==> config.mk <==
export PLATFORM = sky130hd
export DESIGN_NAME = hopfield_convergence_monitor
export DESIGN_NICKNAME = d
export VERILOG_FILES = /design/src/rtl/hopfield_convergence_monitor.sv
export SDC_FILE = /design/constraint.sdc
export NUM_CORES = 1
export LEC_CHECK = 0
export BUFFER_PORTS_ARGS = -buffer_cell sky130_fd_sc_hd__buf_2
export CORE_ASPECT_RATIO = 1.25
export CORE_MARGIN = 2
export CORE_UTILIZATION = 50
export CTS_CLUSTER_SIZE = 25
export DETAILED_ROUTE_END_ITERATION = 10
export PLACE_DENSITY = 0.81
export SYNTH_ARGS = -nofsm -noshare
export SYNTH_HDL_FRONTEND = slang
export SYNTH_SLANG_ARGS = --single-unit
==> constraint.sdc <==
create_clock -name clk -period 3.65 [get_ports clk]
set_clock_uncertainty 0.15 [all_clocks]
set_input_delay 0.1825 -clock clk [delete_from_list [all_inputs] [get_ports clk]]
set_output_delay 0.1825 -clock clk [all_outputs]
set_load 0.01 [all_outputs]
==> src/rtl/hopfield_convergence_monitor.sv <==
// hopfield_convergence_monitor
// Watches the spike vector of a Hopfield network during a recall run and
// reports how the run ended: it converged (vector unchanged for STABLE_CYCLES
// consecutive comparisons), it hit TIMEOUT_CYCLES, or, optionally, it locked
// into a period-2 oscillation.
// Optional feature macro: HOPFIELD_OSC_DETECT_EN enables period-2 oscillation
// detection. Without it, oscillating is tied low and oscillating runs end by
// timeout.
module hopfield_convergence_monitor #(
  parameter int unsigned STABLE_CYCLES  = 8,
  parameter int unsigned TIMEOUT_CYCLES = 200
) (
  input  logic       clk,
  input  logic       rst_n,
  input  logic       start,
  input  logic       abort,
  input  logic [6:0] spikes_in,
  output logic       busy,
  output logic       done,
  output logic       converged,
  output logic       timed_out,
  output logic       oscillating,
  output logic [6:0] pattern_out,
  output logic [7:0] settle_cycles,
  output logic [2:0] active_count
);

  typedef enum logic [1:0] {
    IDLE   = 2'd0,
    SETTLE = 2'd1,
    DONE   = 2'd2
  } state_t;

  localparam logic [3:0] STABLE_LIM  = 4'(STABLE_CYCLES);
  localparam logic [7:0] TIMEOUT_LIM = 8'(TIMEOUT_CYCLES);

  state_t     state_reg, state_next;
  logic [6:0] prev_reg;
  logic [7:0] cycle_cnt_reg, cycle_cnt_next;
  logic [3:0] stable_cnt_reg, stable_cnt_next;
  logic       converged_reg, timed_out_reg;
  logic [6:0] pattern_reg;
  logic [7:0] settle_reg;
  logic [2:0] active_reg;
  logic [2:0] active_next;
  logic       hit_conv, hit_timeout, hit_osc, terminate;

`ifdef HOPFIELD_OSC_DETECT_EN
  logic [6:0] prev2_reg;
  logic [3:0] osc_cnt_reg, osc_cnt_next;
  logic       oscillating_reg;
`endif

  // Per-cycle counter updates and termination conditions for a SETTLE cycle.
  always_comb begin
    cycle_cnt_next  = (cycle_cnt_reg == 8'hFF) ? cycle_cnt_reg : cycle_cnt_reg + 8'd1;
    stable_cnt_next = (spikes_in == prev_reg) ? stable_cnt_reg + 4'd1 : 4'd0;
    hit_conv        = (stable_cnt_next == STABLE_LIM);
    hit_timeout     = (cycle_cnt_next == TIMEOUT_LIM);
    hit_osc         = 1'b0;
`ifdef HOPFIELD_OSC_DETECT_EN
    osc_cnt_next = ((spikes_in == prev2_reg) && (spikes_in != prev_reg)) ?
                   osc_cnt_reg + 4'd1 : 4'd0;
    hit_osc      = (osc_cnt_next == STABLE_LIM);
`endif
    terminate = hit_conv | hit_osc | hit_timeout;
  end

  // Population count of the live spike vector, latched at termination.
  always_comb begin
    active_next = 3'd0;
    for (int i = 0; i < 7; i++) begin
      active_next = active_next + 3'(spikes_in[i]);
    end
  end

  // Next-state logic: abort beats every termination condition.
  always_comb begin
    state_next = state_reg;
    case (state_reg)
      IDLE: begin
        if (start) state_next = SETTLE;
      end
      SETTLE: begin
        if (abort)          state_next = IDLE;
        else if (terminate) state_next = DONE;
      end
      DONE:    state_next = IDLE;
      default: state_next = IDLE;
    endcase
  end

  // State register.
  always_ff @(posedge clk or negedge rst_n) begin
    if (!rst_n) state_reg <= IDLE;
    else        state_reg <= state_next;
  end

  // History, counters and result registers.
  always_ff @(posedge clk or negedge rst_n) begin
    if (!rst_n) begin
      prev_reg        <= '0;
      cycle_cnt_reg   <= '0;
      stable_cnt_reg  <= '0;
      converged_reg   <= 1'b0;
      timed_out_reg   <= 1'b0;
      pattern_reg     <= '0;
      settle_reg      <= '0;
      active_reg      <= '0;
`ifdef HOPFIELD_OSC_DETECT_EN
      prev2_reg       <= '0;
      osc_cnt_reg     <= '0;
      oscillating_reg <= 1'b0;
`endif
    end else begin
      case (state_reg)
        IDLE: begin
          if (start) begin
            prev_reg       <= spikes_in;
            cycle_cnt_reg  <= '0;
            stable_cnt_reg <= '0;
            converged_reg  <= 1'b0;
            timed_out_reg  <= 1'b0;
`ifdef HOPFIELD_OSC_DETECT_EN
            // Seeding prev2 with the start sample keeps stale history from a
            // previous run out of the first oscillation comparison.
            prev2_reg       <= spikes_in;
            osc_cnt_reg     <= '0;
            oscillating_reg <= 1'b0;
`endif
          end
        end
        SETTLE: begin
          if (!abort) begin
            cycle_cnt_reg  <= cycle_cnt_next;
            stable_cnt_reg <= stable_cnt_next;
            prev_reg       <= spikes_in;
`ifdef HOPFIELD_OSC_DETECT_EN
            prev2_reg   <= prev_reg;
            osc_cnt_reg <= osc_cnt_next;
`endif
            if (hit_conv) begin
              converged_reg <= 1'b1;
`ifdef HOPFIELD_OSC_DETECT_EN
            end else if (hit_osc) begin
              oscillating_reg <= 1'b1;
`endif
            end else if (hit_timeout) begin
              timed_out_reg <= 1'b1;
            end
            if (terminate) begin
              pattern_reg <= spikes_in;
              settle_reg  <= cycle_cnt_next;
              active_reg  <= active_next;
            end
          end
        end
        default: ;
      endcase
    end
  end

  assign busy          = (state_reg == SETTLE);
  assign done          = (state_reg == DONE);
  assign converged     = converged_reg;
  assign timed_out     = timed_out_reg;
  assign pattern_out   = pattern_reg;
  assign settle_cycles = settle_reg;
  assign active_count  = active_reg;
`ifdef HOPFIELD_OSC_DETECT_EN
  assign oscillating   = oscillating_reg;
`else
  assign oscillating   = 1'b0;
`endif

endmodule

==> results of run 1 <==
-- per-stage QoR --
step	instance area, µm²	setup slack (ns)	instances	hold slack, ns
floorplan	2200	0.934	195	-0.263
global placement	2380	0.811	277	0.207
detailed placement	2380	0.732	277	0.212
CTS	2490	0.731	286	0.0147
global route	2490	0.571	286	0.0217
finish	2490	0.727	286	0.0207
-- report_power, final --
group          internal, µW  switching [µW]  total [µW]
logic                  69.7            86.0         156
clock network           171             153         324
registers               481            32.9         514
-- worst max path at each step --
stage                     slack (ns)               end  depth (start not counted)              from
after global routing            0.57    pattern_out[1]                          7  cycle_cnt_reg[1]
after detailed placement        0.73    pattern_out[1]                          7  cycle_cnt_reg[1]
after CTS                       0.73    pattern_out[1]                          7  cycle_cnt_reg[1]
final                           0.73    pattern_out[1]                          7  cycle_cnt_reg[1]
after global placement          0.81  settle_cycles[4]                          7  cycle_cnt_reg[0]
after floorplan                 0.93    pattern_out[4]                          9  cycle_cnt_reg[1]
-- worst max-delay path: cells and delay by family (launching register included) --
family / cells / cell delay [ns]
AO/OA/AOI/OAI: 2 / 0.90
adder cells (fa/ha/maj): 1 / 0.26
flip-flops: 1 / 0.51
multiplexers: 1 / 0.41
AND/OR/NAND/NOR: 3 / 0.59
-- cells by family (layout without fill, tap and decap cells) --
kind of cell,after synthesis,count (layout),share of synthesized area [%]
muxes,22,22,11.4
DFF,41,41,46.6
and+or+nand+nor,52,52,13.7
adders and majority gates,6,6,4.78
xor gates and xnor gates,11,11,4.38
buffers and inverters,25,60,6.20
other,1,1,0.170
AOI/OAI and AO/OA,37,37,12.8
-- cells in the final DEF (no fill, tap or decap), drive strengths merged, types with 4 or more instances in the layout --
cell | Yosys | final
xor2 | 8 | 8
dfrtp | 41 | 41
a21oi | 9 | 9
nand3 | 6 | 6
mux2i | 4 | 4
and2 | 4 | 4
o21ai | 7 | 7
clkbuf | 2 | 7
inv | 15 | 15
mux2 | 18 | 18
nor2b | 5 | 5
fa | 4 | 4
nor2 | 9 | 9
nand2 | 10 | 10
buf | 8 | 36
and3 | 4 | 4
-- layer usage --
layer | GRT usage [%] | wire (µm) | vias up
met5 | 0 | 0 | -
met4 | 6.52 | 70 | 0
met3 | 3.87 | 221 | 6
met2 | 31.6 | 2110 | 47
met1 | 23.1 | 1760 | 776
li1 | - | - | 738
-- final cells by class --
type,count,area (µm²),area share [%]
repair buffers,37,200,8.04
clock buffers,7,96.3,3.87
well taps,56,70.1,2.81
multi-input cells,129,1040,41.6
inverters,15,56.3,2.26
flip-flops and latches,41,1030,41.2
clock inverters,1,5.00,0.201
-- timing repair --
action	in CTS	in global routing
hold endpoints to repair	41	0
hold buffers	1	0
setup buffers	0	0
endpoints found under the setup margin	0	0
==> impl_metrics.py, run 1 <==
metrics = {
    "layout": {
        "utilization_pct": 59.8,
        "antenna_cells": 0,
        "area_delta_synth_final_pct": 13.3,
        "finalNetCount": 246,
        "layout-drive-gt1-share_pct": 32.2,
        "n_fill_cell": 392,
    },
    "floorplan": {
        "ioPinCount": 34,
        "rows": 26,
        "die_h_um": 78.2,
        "design.die.area_um2": 4950,
        "start_util_pct": 52.8,
        "die_x_um": 63.3,
        "coreArea_um2": 4160,
    },
    "critical_path": {
        "cp_slowest_cell": "a21oi_4",
        "crit_path_cell_trace": "ha_1 -> and2_1 -> nor4bb_1 -> a2111oi_4 -> nand4_2 -> a21oi_4 -> mux2_2",
        "worstPathRequired_ns": 3.68,
        "r2r-end": "pattern_out[1]",
        "arrival_ns": 2.95,
        "slowest_delay_ns": 0.57,
        "crit_type": "reg -> reg",
        "reg2reg_slack_ns": 0.73,
        "r2r-start": "cycle_cnt_reg[1]",
        "worstSetupEndpointType": "flop",
        "r2r_cells": 7,
        "cp-start-kind": "flop",
        "cp_max_fo": 16,
    },
    "logic_synthesis": {
        "synth_top_area_cell": "dfrtp_1",
        "yosysTopAreaCellShare_pct": 46.6,
        "yosysSeqAreaShare_pct": 46.6,
        "yosys_warnings": 0,
        "syn_avg_cell_area_um2": 11.3,
        "yosysMostFrequentCell": "dfrtp_1",
        "synth-seq-cells": 41,
        "synth-edff-count": 0,
        "ys_top_cells_by_count": "dfrtp_1 (41), mux2_2 (16), inv_1 (15)",
        "synth_area_leaders": "dfrtp_1 (47%), mux2_2 (8.2%), fa_1 (3.6%)",
        "yosysUniqueCellTypes": 49,
        "synthArstFlopShare_pct": 100,
        "synthesis.nets": 212,
        "syn_inst": 195,
        "synth_area_um2": 2200,
        "ys.flop_type": "dfrtp_1",
    },
    "global_route": {
        "grt_pass1_vias": 1565,
        "grt_antenna_before_repair": 0,
        "grt_pass1_wl_um": 7200,
        "grt_max_degree": 42,
        "grt_usage_pct": 18.5,
        "grt_overflow_total": 0,
    },
    "clocking": {
        "insertion_delay_ns": 0.29,
        "ctsResizeCount": 0,
        "cts_buffers": 5,
        "htree_levels": 2,
        "clk_pin_slew_ns": 0.08,
        "clk_path_buf_depth": 2,
        "cts_root_buf": "clkbuf_8",
        "cts_sinks": 41,
        "tritoncts": "yes",
    },
    "timing": {
        "finalMaxSlewViolations": 0,
        "slew_headroom_pct": 40.3,
        "final.min_clock_period_ns": 2.92,
        "rsz0062_at_grt": "false",
        "max_freq_mhz": 342,
        "timing.final.crit_share_pct": 80.1,
        "hold_viol_final": 0,
        "tns_ns": 0,
        "tightest_slew_ns": 0.895,
        "setup_violations": 0,
    },
    "placement": {
        "place.port_buffers": 32,
        "place.gp.congestion": 0.889,
        "hpwl_um": 3000,
    },
    "detailed_routing": {
        "drc": 0,
        "drt_wl_total_um": 4160,
        "post_drt_via_cell_ratio": 5.48,
        "dr.pass1.iters": 4,
        "drtIter0Drc": 92,
        "route.vias.total": 1567,
        "final_antenna_net_count": 0,
        "wl_per_cell_um": 14.6,
    },
    "power": {
        "max-vdd-ir-drop_mv": 0.256,
        "power_uw": 993,
        "power_density_nw_per_um2": 399,
        "power_leakage_uw": 0.00121,
    },
    "worst_hold_path": {
        "hold_start": "spikes_in[5]",
        "hold_class": "in -> reg",
        "holdPathStages": 2,
        "holdPathEnd": "pattern_out[5]",
    },
    "job": {
        "maxCapViolCount": 0,
    },
    "outcome": {
        "outcome": "complete, no violations",
    },
}
No activity file was read; power rests on OpenSTA's default activity.
==> run 2: changes to the inputs <==
--- a/config.mk
+++ b/config.mk
@@ -11,7 +11,7 @@
 export CORE_UTILIZATION = 50
 export CTS_CLUSTER_SIZE = 25
 export DETAILED_ROUTE_END_ITERATION = 10
-export PLACE_DENSITY = 0.81
+export PLACE_DENSITY = 0.83
 export SYNTH_ARGS = -nofsm -noshare
 export SYNTH_HDL_FRONTEND = slang
 export SYNTH_SLANG_ARGS = --single-unit
==> constraint.sdc (replaced) <==
create_clock -name clk -period 2.6 [get_ports clk]
set_clock_uncertainty 0.15 [all_clocks]
set_input_delay 0.13 -clock clk [delete_from_list [all_inputs] [get_ports clk]]
set_output_delay 0.13 -clock clk [all_outputs]
set_load 0.01 [all_outputs]
==> run 2 against run 1 <==
Sequential share of layout area fell by 2.5 points. Fmax rose by 19%. Sequential cell count did not move. Register-to-register slack got worse by 0.59 ns. Non-clock buffer count rose by 18. Count of clock-buffer cells in the layout fell by 2. Sequential power rose by 39%. Via count rose by 2.6%. Critical path type unchanged. Largest cell class unchanged. Highest routed layer unchanged.
==> impl_metrics.py, run 2 (synthesis results as in run 1) <==
metrics = {
    "outcome": {
        "outcome": "complete, no violations",
    },
    "critical_path": {
        "crit_path_cell_trace": "ha_4 -> and4_4 -> and2_4 -> a2111oi_4 -> nand4_2 -> a21oi_4 -> buf_12 -> mux2_2",
        "r2r_cells": 8,
        "cp_slowest_cell": "dfrtp_2",
        "cp_max_fo": 14,
        "worstPathRequired_ns": 2.64,
        "r2r-start": "cycle_cnt_reg[1]",
        "arrival_ns": 2.50,
        "cp-start-kind": "flop",
        "setup.worst_path.start": "cycle_cnt_reg[1]",
        "slowest_delay_ns": 0.45,
        "crit_type": "reg -> reg",
        "worstSetupEndpointType": "flop",
    },
    "layout": {
        "mostFrequentLayoutCells": "dfrtp_1 (40), buf_2 (32), mux2_2 (16), inv_1 (15), buf_4 (14)",
        "n_fill_cell": 357,
        "layout-drive-gt1-share_pct": 35.5,
        "layoutNonFillerInstCount": 304,
        "regArea_um2": 1030,
        "area_delta_synth_final_pct": 20.8,
        "antenna_cells": 0,
        "layout_commonest_cell": "dfrtp_1",
        "finalNetCount": 264,
        "multi_input_area_um2": 1050,
    },
    "worst_hold_path": {
        "hold_start": "spikes_in[2]",
        "hold_class": "in -> reg",
        "holdPathStages": 2,
    },
    "detailed_routing": {
        "drc": 0,
        "wl_per_cell_um": 14.5,
        "drt_wl_total_um": 4410,
        "route.vias.total": 1607,
        "post_drt_via_cell_ratio": 5.29,
        "drtIter0Drc": 74,
        "final_antenna_net_count": 0,
        "dr.pass1.iters": 4,
    },
    "power": {
        "max-vdd-ir-drop_mv": 0.445,
        "clkPwrFrac_pct": 29.3,
        "switchingPower_uw": 409,
        "intPower_uw": 988,
        "power_density_nw_per_um2": 526,
        "power_uw": 1400,
        "power_leakage_uw": 0.00128,
        "p_seq_share_pct": 51.2,
        "p_sw_share_pct": 29.3,
        "combPwrFrac_pct": 19.5,
    },
    "global_route": {
        "grt_pass1_vias": 1679,
        "grt_pass1_wl_um": 7730,
        "grt_max_degree": 42,
        "grt_usage_pct": 20.2,
        "grt_antenna_before_repair": 0,
        "grt_overflow_total": 0,
    },
    "timing": {
        "max_freq_mhz": 407,
        "slew_headroom_pct": 40.2,
        "fin_hold_ws_ns": 0.00409,
        "timing.final.crit_share_pct": 94.6,
        "tightest_slew_ns": 0.897,
        "tns_ns": 0,
        "final.min_clock_period_ns": 2.46,
        "hold_viol_final": 0,
        "rsz0062_at_grt": "false",
        "setup_violations": 0,
        "finalMaxSlewViolations": 0,
    },
    "clocking": {
        "tritoncts": "yes",
        "cts_root_buf": "clkbuf_8",
        "cts_buffers": 5,
        "insertion_delay_ns": 0.30,
        "clk_path_buf_depth": 2,
        "htree_levels": 2,
        "clk_pin_slew_ns": 0.08,
        "cts_sinks": 41,
    },
    "floorplan": {
        "rows": 26,
        "die_h_um": 78.2,
        "start_util_pct": 52.8,
        "ioPinCount": 34,
        "die_x_um": 63.3,
        "design.die.area_um2": 4950,
        "coreArea_um2": 4160,
    },
    "placement": {
        "placedCellCount": 288,
        "hpwl_um": 3190,
        "place.port_buffers": 32,
        "place.gp.congestion": 0.924,
    },
    "job": {
        "maxCapViolCount": 0,
    },
}
run 2: final cells by class:
cell class	count	area share (%)
multi-input cells	129	39.6
flip-flops and latches	41	38.7
repair buffers	55	13.8
well taps	56	2.64
clock buffers	5	2.59
inverters	15	2.12
clock inverters	3	0.659
run 2: worst max-delay path, delay by kind of cell (launching register included):
kind,cells,cell delay [ns]
and+or+nand+nor,3,0.53
AOI/OAI and AO/OA,2,0.51
DFF,1,0.45
muxes,1,0.34
adders and majority gates,1,0.18
buffers and inverters,1,0.17
run 2: what timing repair did:
| action | 4_1_cts | 5_1_grt |
|---|---|---|
| hold buffers | 8 | 0 |
| resized for setup | 0 | 1 |
| endpoints found under the setup margin | 0 | 4 |
| hold endpoints to repair | 50 | 0 |
| buffers inserted | 0 | 0 |
run 2: routing by layer:
layer | up-vias | part of all wire [%] | GRT usage, % | routed length [µm]
met3 | 5 | 4.9 | 4.58 | 215
met1 | 791 | 41 | 23.6 | 1820
li1 | 778 | - | - | -
met2 | 33 | 52 | 35.6 | 2300
met5 | - | 0 | 0 | 0
met4 | 0 | 1.6 | 8.48 | 70
run 2: power by group through the flow:
| stage | combinational (µW) | clock (µW) | sequential [µW] |
|---|---|---|---|
| after CTS | 273 | 421 | 714 |
| final | 272 | 409 | 715 |
| after global placement | 252 | 0 | 723 |
| after global routing | 302 | 450 | 720 |
| after floorplan | 163 | 0 | 723 |
| after detailed placement | 262 | 0 | 725 |
run 2: final timing paths:
kind | slack [ns] | endpoint
max | 0.14 | settle_cycles[4]
min | 0.004 | pattern_out[2]
max reg2reg | 0.14 | settle_cycles[4]
min reg2reg | 0.36 | settle_cycles[6]
max in group asynchronous | 1.35 | cycle_cnt_reg[1]
min in group asynchronous | 0.35 | cycle_cnt_reg[5]
run 2: stage by stage:
stage / utilization, % / area, µm² / setup slack, ns
floorplan: - / 2210 / 0.0113
global placement: 59.8 / 2490 / 0.0752
detailed placement: 59.8 / 2490 / 0.0255
CTS: 63.8 / 2660 / 0.139
global route: 63.8 / 2660 / 0.0394
finish: 63.8 / 2660 / 0.140
==> run 3: changes to the inputs <==
--- a/config.mk
+++ b/config.mk
@@ -6,12 +6,13 @@
 export NUM_CORES = 1
 export LEC_CHECK = 0
 export BUFFER_PORTS_ARGS = -buffer_cell sky130_fd_sc_hd__buf_2
-export CORE_ASPECT_RATIO = 1.25
+export CORE_ASPECT_RATIO = 0.9
 export CORE_MARGIN = 2
 export CORE_UTILIZATION = 50
+export CTS_BUF_LIST = sky130_fd_sc_hd__clkbuf_8
 export CTS_CLUSTER_SIZE = 25
 export DETAILED_ROUTE_END_ITERATION = 10
-export PLACE_DENSITY = 0.83
+export PLACE_DENSITY = 0.7
 export SYNTH_ARGS = -nofsm -noshare
 export SYNTH_HDL_FRONTEND = slang
 export SYNTH_SLANG_ARGS = --single-unit
==> run 3 against run 2 <==
Design area is 1.6% higher. Final cell count increased by 2.0%. Die area about the same. Sequential share of layout area is 0.50 points lower. Non-clock buffer count rose by 2. Utilization increased by 1.1 points. Largest power group unchanged. Critical path depth stayed put. Fmax down 2.3%. Critical endpoint is now settle_cycles[0]. Clock power is 11% higher. Combinational power fell by 4%.
==> impl_metrics.py, run 3 (synthesis results as in run 1) <==
metrics = {
    "floorplan": {
        "start_util_pct": 52.9,
        "die_x_um": 73.9,
        "ioPinCount": 34,
        "design.die.area_um2": 4950,
        "coreArea_um2": 4160,
        "die_h_um": 66.9,
        "rows": 22,
    },
    "clocking": {
        "clk_pin_slew_ns": 0.08,
        "cts_buffers": 5,
        "cts_root_buf": "clkbuf_8",
        "insertion_delay_ns": 0.29,
        "cts_sinks": 41,
        "tritoncts": "yes",
        "clk_path_buf_depth": 2,
        "htree_levels": 2,
    },
    "global_route": {
        "grt_antenna_before_repair": 0,
        "grt_max_degree": 42,
        "grt_usage_pct": 19.5,
        "grt_pass1_vias": 1481,
        "grt_pass1_wl_um": 7220,
        "grt_overflow_total": 0,
    },
    "power": {
        "p_sw_share_pct": 27.4,
        "combPwrFrac_pct": 18.2,
        "intPower_uw": 1040,
        "max-vdd-ir-drop_mv": 0.400,
        "clkPwrFrac_pct": 31.7,
        "power_uw": 1430,
        "power_density_nw_per_um2": 532,
        "switchingPower_uw": 392,
        "p_seq_share_pct": 50.1,
        "power_leakage_uw": 0.00130,
    },
    "placement": {
        "hpwl_um": 3160,
        "place.gp.congestion": 0.844,
        "place.port_buffers": 32,
    },
    "timing": {
        "finalMaxSlewViolations": 0,
        "timing.final.crit_share_pct": 96.8,
        "tns_ns": 0,
        "slew_headroom_pct": 41.4,
        "rsz0062_at_grt": "false",
        "tightest_slew_ns": 0.879,
        "max_freq_mhz": 397,
        "setup_violations": 0,
        "hold_viol_final": 0,
        "fin_hold_ws_ns": 0.160,
        "final.min_clock_period_ns": 2.52,
    },
    "layout": {
        "n_fill_cell": 338,
        "layout_commonest_cell": "dfrtp_1",
        "multi_input_area_um2": 1050,
        "mostFrequentLayoutCells": "dfrtp_1 (38), buf_2 (32), buf_4 (16), inv_1 (15), mux2_2 (15)",
        "area_delta_synth_final_pct": 22.6,
        "antenna_cells": 0,
        "finalNetCount": 266,
        "regArea_um2": 1030,
        "layout-drive-gt1-share_pct": 36.8,
    },
    "critical_path": {
        "worstSetupEndpointType": "flop",
        "crit_type": "reg -> reg",
        "worstPathRequired_ns": 2.62,
        "cp-start-kind": "flop",
        "cp_max_fo": 5,
        "arrival_ns": 2.54,
    },
    "worst_hold_path": {
        "hold_class": "in -> reg",
    },
    "detailed_routing": {
        "post_drt_via_cell_ratio": 4.96,
        "drt_wl_total_um": 4380,
        "drc": 0,
        "drtIter0Drc": 90,
        "route.vias.total": 1537,
        "wl_per_cell_um": 14.1,
        "final_antenna_net_count": 0,
        "dr.pass1.iters": 4,
    },
    "job": {
        "maxCapViolCount": 0,
    },
    "outcome": {
        "outcome": "complete, no violations",
    },
}
==> run 3: timing repair <==
item                                    in CTS  in global routing
endpoints found under the setup margin       0                 11
hold endpoints to repair                    51                  0
hold buffers                                 8                  0
resized for setup                            0                  4
buffers inserted                             0                  3
==> run 3: path summary, 6_finish.rpt <==
path	from	to	slack, ns	cells after the start
setup / recovery	cycle_cnt_reg[0]	settle_cycles[0]	0.08	8
hold / removal	abort	timed_out	0.16	5
setup reg to reg	cycle_cnt_reg[0]	settle_cycles[0]	0.08	8
hold reg to reg	settle_cycles[4]	settle_cycles[4]	0.35	1
max in group asynchronous	rst_n	cycle_cnt_reg[0]	1.34	2
min in group asynchronous	rst_n	settle_cycles[5]	0.34	2
==> run 3: power groups by stage <==
stage	clock network (µW)	registers, µW	logic (µW)
finish	455	718	261
global route	487	724	294
CTS	468	716	262
detailed placement	0	729	252
global placement	0	727	245
floorplan	0	723	163
==> run 3: routing by layer <==
layer | up-vias | GRT usage (%) | wire length (µm)
met2 | 29 | 26.2 | 1880
li1 | 784 | - | -
met1 | 719 | 30.4 | 2300
met4 | 0 | 6.14 | 42
met5 | - | 0 | 0
met3 | 5 | 4.54 | 151
==> run 3: stage by stage <==
step	utilization [%]	worst slack (ns)	std cells	instance area, µm²
after global placement	59.8	0.0869	291	2490
final	64.9	0.0830	310	2700
after detailed placement	59.8	0.0461	291	2490
after CTS	64.2	0.0873	307	2670
after global routing	64.9	0.00221	310	2700
after floorplan	-	0.0113	195	2210
==> run 3: layout make-up <==
| cell class | count | share of cell area [%] |
|---|---|---|
| Clock buffer | 7 | 3.57 |
| Inverter | 15 | 2.09 |
| Timing Repair Buffer | 57 | 14.1 |
| Clock inverter | 1 | 0.186 |
| Tap cell | 60 | 2.78 |
| Multi-Input combinational cell | 129 | 39.1 |
| Sequential cell | 41 | 38.2 |
==> run 3: critical path, stage by stage, from the launching register on <==
cell	delay (ns)
dfrtp_2	0.45
ha_4	0.19
and4_4	0.18
and2_4	0.18
a2111oi_4	0.30
nand4_2	0.19
a21oi_4	0.25
buf_4	0.18
mux2_2	0.33
